`src/rtl/booth_seq_mul_if.sv`:
```
// Operand/product handshake bundle for the sequential Booth multiplier.
// The master side offers operands and consumes products; the slave side is the multiplier.
interface booth_seq_mul_if #(
  parameter int W = 16
);
  logic           in_valid;
  logic           in_ready;
  logic [W-1:0]   in1;
  logic [W-1:0]   in2;
  logic           out_valid;
  logic           out_ready;
  logic [2*W-1:0] out1;
  logic           busy;

  modport master (
    output in_valid, in1, in2, out_ready,
    input  in_ready, out_valid, out1, busy
  );

  modport slave (
    input  in_valid, in1, in2, out_ready,
    output in_ready, out_valid, out1, busy
  );
endinterface

```
`src/rtl/booth_seq_mul.sv`:
```
// Iterative signed radix-4 Booth multiplier: one recoded digit per clock,
// shifted partial products accumulated into a 2W-bit product behind valid/ready.
//
// state  | meaning
// IDLE   | waiting for an operand pair
// RUN    | processing digit cnt (0..N-1) of the recoded multiplier
// DONE   | product on out1, out_valid high until out_ready
module booth_seq_mul #(
  parameter int W = 16
) (
  input  logic          clk,
  input  logic          rst,
  booth_seq_mul_if.slave bus
);
  localparam int N  = W / 2;
  localparam int CW = (N > 1) ? $clog2(N) : 1;

  localparam logic [1:0] S_IDLE = 2'd0;
  localparam logic [1:0] S_RUN  = 2'd1;
  localparam logic [1:0] S_DONE = 2'd2;

  logic [1:0]     state;
  logic [W:0]     mreg;
  logic [W-1:0]   areg;
  logic [2*W-1:0] acc;
  logic [CW-1:0]  cnt;
  logic [2*W-1:0] out1_q;
  logic           out_valid_q;

  logic           accept;
  logic           last_digit;
  logic [2:0]     window;
  logic [W+1:0]   pp;
  logic [2*W-1:0] pp_ext;
  logic [2*W-1:0] acc_next;

  assign bus.in_ready  = (state == S_IDLE) || ((state == S_DONE) && bus.out_ready);
  assign bus.out_valid = out_valid_q;
  assign bus.out1      = out1_q;
  assign bus.busy      = (state == S_RUN);

  assign accept     = bus.in_valid && bus.in_ready;
  assign last_digit = (cnt == CW'(N - 1));

  // mreg[0] is the appended guard bit, so digit cnt reads bits 2*cnt+1..2*cnt-1 of the multiplier
  assign window = mreg[{cnt, 1'b0} +: 3];

  // Two extra bits over A: -2A for the most negative A must still be positive
  always_comb begin
    pp = '0;
    case (window)
      3'b001, 3'b010: pp = {{2{areg[W-1]}}, areg};
      3'b011:         pp = {areg[W-1], areg, 1'b0};
      3'b100:         pp = -{areg[W-1], areg, 1'b0};
      3'b101, 3'b110: pp = -{{2{areg[W-1]}}, areg};
      default:        pp = '0;
    endcase
  end

  assign pp_ext   = {{(W - 2){pp[W+1]}}, pp};
  assign acc_next = acc + (pp_ext << {cnt, 1'b0});

  always_ff @(posedge clk or posedge rst) begin
    if (rst) begin
      state       <= S_IDLE;
      mreg        <= '0;
      areg        <= '0;
      acc         <= '0;
      cnt         <= '0;
      out1_q      <= '0;
      out_valid_q <= 1'b0;
    end else begin
      case (state)
        S_IDLE: ;
        S_RUN: begin
          acc <= acc_next;
          cnt <= cnt + CW'(1);
          if (last_digit) begin
            state       <= S_DONE;
            out1_q      <= acc_next;
            out_valid_q <= 1'b1;
          end
        end
        S_DONE: begin
          if (bus.out_ready) begin
            out_valid_q <= 1'b0;
            state       <= S_IDLE;
          end
        end
        default: state <= S_IDLE;
      endcase

      // Accept only happens from IDLE or a completing DONE, so it overrides the return to IDLE
      if (accept) begin
        mreg  <= {bus.in1, 1'b0};
        areg  <= bus.in2;
        acc   <= '0;
        cnt   <= '0;
        state <= S_RUN;
      end
    end
  end

  a_valid_only_in_done: assert property (@(posedge clk) disable iff (rst)
    out_valid_q |-> (state == S_DONE));
  a_no_ready_while_run: assert property (@(posedge clk) disable iff (rst)
    (state == S_RUN) |-> !bus.in_ready);
endmodule
```
`src/flat_wrapper.sv`:
```
// flat-port wrapper written by rule: the top's interface ports become plain ports
module booth_seq_mul_flat 
#(
  parameter int W = 16
)
  (clk, rst, bus_in_valid, bus_in1, bus_in2, bus_out_ready, bus_in_ready, bus_out_valid, bus_out1, bus_busy);
  booth_seq_mul_if #(.W(W)) bus_i ();
  input  logic clk;
  input  logic rst;
  input wire logic [$bits(bus_i.in_valid)-1:0] bus_in_valid;
  input wire logic [$bits(bus_i.in1)-1:0] bus_in1;
  input wire logic [$bits(bus_i.in2)-1:0] bus_in2;
  input wire logic [$bits(bus_i.out_ready)-1:0] bus_out_ready;
  output wire logic [$bits(bus_i.in_ready)-1:0] bus_in_ready;
  output wire logic [$bits(bus_i.out_valid)-1:0] bus_out_valid;
  output wire logic [$bits(bus_i.out1)-1:0] bus_out1;
  output wire logic [$bits(bus_i.busy)-1:0] bus_busy;
  assign bus_i.in_valid = bus_in_valid;
  assign bus_i.in1 = bus_in1;
  assign bus_i.in2 = bus_in2;
  assign bus_i.out_ready = bus_out_ready;
  assign bus_in_ready = bus_i.in_ready;
  assign bus_out_valid = bus_i.out_valid;
  assign bus_out1 = bus_i.out1;
  assign bus_busy = bus_i.busy;
  booth_seq_mul #(.W(W)) u_core (.clk(clk), .rst(rst), .bus(bus_i));
endmodule
```
`config.mk`:
```
export PLATFORM = sky130hd
export DESIGN_NAME = booth_seq_mul_flat
export DESIGN_NICKNAME = d
export VERILOG_FILES = /design/src/rtl/booth_seq_mul_if.sv /design/src/rtl/booth_seq_mul.sv /design/src/flat_wrapper.sv
export SDC_FILE = /design/constraint.sdc
export NUM_CORES = 1
export LEC_CHECK = 0
export ABC_AREA = 1
export CORE_MARGIN = 5
export CORE_UTILIZATION = 59
export CTS_BUF_LIST = sky130_fd_sc_hd__clkbuf_4 sky130_fd_sc_hd__clkbuf_8 sky130_fd_sc_hd__clkbuf_16
export DETAILED_ROUTE_END_ITERATION = 10
export PLACE_DENSITY = 0.82
export SLEW_MARGIN = 20
export SYNTH_ARGS = -nofsm -noshare
export SYNTH_HDL_FRONTEND = slang
export SYNTH_SLANG_ARGS = --single-unit
```
`constraint.sdc`:
```
create_clock -name clk -period 4.9 [get_ports clk]
set_input_delay 0.49 -clock clk [delete_from_list [all_inputs] [get_ports clk]]
set_output_delay 0.49 -clock clk [all_outputs]
set_load 0.005 [all_outputs]
```
==> metrics.md <==
| Metric | Value |
|---|---|
| Setup Fix Bufs, Post-CTS | `0` |
| Wirelength per Cell | `14.22 um` |
| Vias | `7,491` |
| Initial Util | `60.07%` |
| R2R depth | `23` |
| Final Hold Fails | `0` |
| DP HPWL | `14,520 um` |
| Worst reg2reg setup slack | `0.60 ns` |
| DRT Pass-1 Iters | `6` |
| Critical path's top delay family | `simple AND/OR/NAND/NOR gates` |
| Dominant cells by area after synthesis | `dfrtp_1 34%, nand2_1 16%, nand3_1 7.4%` |
| First-pass GRT wire length | `32,620 um` |
| Fillers | `between 1,000 and 1,500` |
| Hold Path Depth | `2` |
| CP bufs+invs | `1` |
| WP data required | `5.15 ns` |
| Worst EP arrival | `4.55 ns` |
| Largest family of logic cells by synthesized area | `simple AND/OR/NAND/NOR gates` |
| Asr flop ratio synth | `between 90% and 100%` |
| Post-route clock period utilization | `about 90%` |
| Diodes inserted | `0` |
| Cells along the critical path | `inv_1 > ha_1 > nand3_1 > nor2_1 > nand2_1 > nor2_1 > nand2_1 > nand2_1 > nor2_4 > nor2_8 > nand3_1 > nand3_1 > nand2_1 > ha_1 > a21oi_1 > o21ai_0 > a21oi_1 > nand3_1 > nand2_1 > nand3_1 > or2_2 > nand3_1 > nand2_1` |
| Critical Path Source | `u_core.areg[0]` |
| Post-synth EDFFs | `0` |
| Yosys top cell area share | `33.81%` |
| RD Place Congestion | `0.9548` |
| Synth Register Bits | `102` |
| Simple-gate share of the synthesized area | `38.05%` |
| DRT antenna net count | `0` |
| All-layer global routing usage | `26.75%` |
| Placed cells | `1,323` |
| CP startpoint kind | `register` |
| Crit path depth | `23` |
| Adder-cell share of the synthesized area | `5.900%` |
| Final setup fails | `0` |
| Non-filler instance count after layout | `1,339` |
| Top-count cell post-synth | `nand2_1` |
| GR met1 Demand/Resource | `36.91%` |
| Top Usage Layer GRT | `met2` |
| Mux contribution to synthesized area | `0.1492%` |
| Clock latency on the worst-skew pair | `0.36 ns` |
| Max-Cap Viols | `0` |
| Met2 usage | `42.75%` |
| Cells after Synth | `1,115` |
| Cell variety after synth | `45` |
| Synth Area in XOR/XNOR | `under 10%` |
| Max-slew headroom | `26.89%` |
| Vias/cell | `5.594` |
| Multi-input combinational cell area | `around 4400 sq um` |
| Worst r2r src | `u_core.areg[0]` |
| CP max stage delay | `0.41 ns` |
| Syn. warnings | `0` |
| Die area | `15,160 sq um` |
| Fmax | `0.2326 GHz` |
| Area Growth Syn to Fin | `13.99%` |
| Area leader, netlist | `dfrtp_1` |
| Synth Cell Area | `7550 sq um` |
| Share of cells above drive strength 1 | `under 10%` |
| Vias in the first global route | `~7,000` |
| CTS tree | `done` |
| Core Box Area | `12,570 sq um` |
| Final Max Slew Viols | `0` |
| Clk sinks | `102` |
| Crit Path Class | `register to register` |
| Syn nets | `1,186` |
| Crit path max-delay cell type | `dfrtp_1` |
| Post-layout min period | `4.299 ns` |
| First DRT Iteration DRCs | `644` |
| Clock buffer count from CTS | `9` |
| Fin nets | `1,233` |
| Die Wd | `roughly 120 um` |
| Total Wirelength | `19,050 um` |
| Sequential area share after synthesis | `33.81%` |
| CTS H-tree lvls | `3` |
| Commonest cells in the netlist | `329 x nand2_1, 126 x nor2_1, 112 x nand3_1` |
| Status | `finished clean` |
| Row Count | `41` |
| Worst-Margin Slew | `between 1 and 1.5 ns` |
| Grt ovf | `0` |
| GRT met3 Usage | `4.895%` |
| CP max FO | `8` |
| Initial antenna violation count | `0` |
| Prevailing post-synth register cell | `dfrtp_1` |
| RSZ-0062 raised after global routing | `no` |
| Hold Crit Class | `register to register` |
| Bufs on Longest Clock Path | `2` |
| CTS Root Cell | `clkbuf_16` |
| CP Capture Type | `register` |
| Ports | `71` |
| Largest net degree at the start of global routing | `68` |
| Synth Area in Compound Gates | `11.20%` |
| Count of input and output buffers | `70` |
| Fin Setup TNS | `0 ns` |
| # DRC | `0` |
| Hold Startpoint | `u_core.bus.out1[0]` |
| Syn_area_per_cell | `roughly 6.8 sq um` |
| Die Span Y | `123.1 um` |
| Clk slew on worst S/H paths | `0.07 ns` |
| Final setup skew | `0.007926 ns` |
| Sequential cell area | `2554 sq um` |
## final timing paths
check / to
worst max-delay path: u_core.bus.out1[24]
worst min-delay path: u_core.bus.out1[0]
worst max register to register: u_core.bus.out1[24]
worst min register to register: u_core.bus.out1[0]
max in group asynchronous: u_core.acc[9]
min in group asynchronous: u_core.state[0]
## cell usage in the layout (no fill, tap or decap), types with 2 or more instances in the layout
| master | n |
|---|---|
| xor2_1 | 18 |
| nor2_2 | 3 |
| a21boi_0 | 3 |
| nand3_1 | 111 |
| a31oi_1 | 2 |
| a21oi_1 | 80 |
| dfrtp_1 | 101 |
| or2_2 | 5 |
| a32o_1 | 2 |
| inv_2 | 3 |
| nand3b_1 | 3 |
| inv_1 | 94 |
| and3_1 | 2 |
| o21ai_0 | 58 |
| ha_1 | 34 |
| o211ai_1 | 2 |
| nor2_8 | 2 |
| xnor2_1 | 8 |
| clkbuf_16 | 9 |
| o21bai_1 | 3 |
| nor3_1 | 8 |
| nand3_2 | 3 |
| nor2_4 | 2 |
| buf_4 | 10 |
| clkdlybuf4s50_1 | 70 |
| nand2_1 | 328 |
| nand2_4 | 4 |
| a21o_1 | 4 |
| nor2_1 | 126 |
| nand4_1 | 41 |
| nor4_1 | 2 |
| nand2_2 | 6 |
| clkinvlp_4 | 3 |
## flip-flops by register name, summed over array words and instances, names as in the netlist
| name | flops |
|---|---|
| u_core.acc | 32 |
| u_core.cnt | 3 |
| u_core.mreg | 16 |
| u_core.areg | 16 |
| u_core.bus.out1 | 32 |
| u_core.bus.out_valid | 1 |
| u_core.state | 2 |
## layer usage
layer	part of all wire (%)	vias up
met4	1.9	0
li1	-	3756
met3	6.0	34
met1	46	3465
met2	47	236
met5	0	-
## layout make-up
| type | count | share of cell area (%) |
|---|---|---|
| Multi-Input combinational cell | 871 | 51.25 |
| Sequential cell | 102 | 29.67 |
| Timing Repair Buffer | 80 | 9.014 |
| Inverter | 98 | 4.304 |
| Clock buffer | 10 | 2.704 |
| Tap cell | 172 | 2.501 |
| Clock inverter | 6 | 0.5525 |
## what timing repair did
action | CTS | global route
resized for setup | 0 | 2
hold buffers | 0 | 0
setup endpoints to repair | 0 | 4
## cells by family (layout without fill, tap and decap cells)
logic type,count (synthesis),after routing
AOI/OAI and AO/OA,158,158
xor gates and xnor gates,26,26
adders and majority gates,35,35
buffers and inverters,142,194
DFF,102,102
muxes,1,1
and+or+nand+nor,651,651
## worst reg2reg max path, delay by kind of cell (launching register included)
kind	cells	cell delay [ns]
simple gates	17	2.54
buf+inv	1	0.17
flops	1	0.41
fa+ha+maj	2	0.55
compound gates	3	0.52
## per-stage QoR
| step | worst slack (ns) | hold slack [ns] | util [%] | area [sq um] |
|---|---|---|---|---|
| 2_1_floorplan | 1.349 | 0.4554 | - | 7550 |
| 3_5_place_dp | 0.5088 | 0.4644 | 66.19 | 8319 |
| 6_report | 0.6009 | 0.4809 | 68.47 | 8606 |
| 3_3_place_gp | 0.6442 | 0.4623 | 66.19 | 8319 |
| 5_1_grt | 0.1484 | 0.4962 | 68.47 | 8606 |
| 4_1_cts | 0.4962 | 0.4880 | 68.42 | 8600 |
Power is not shown: default switching activity piles up to over one toggle a cycle in this logic, so the estimate is an artifact.
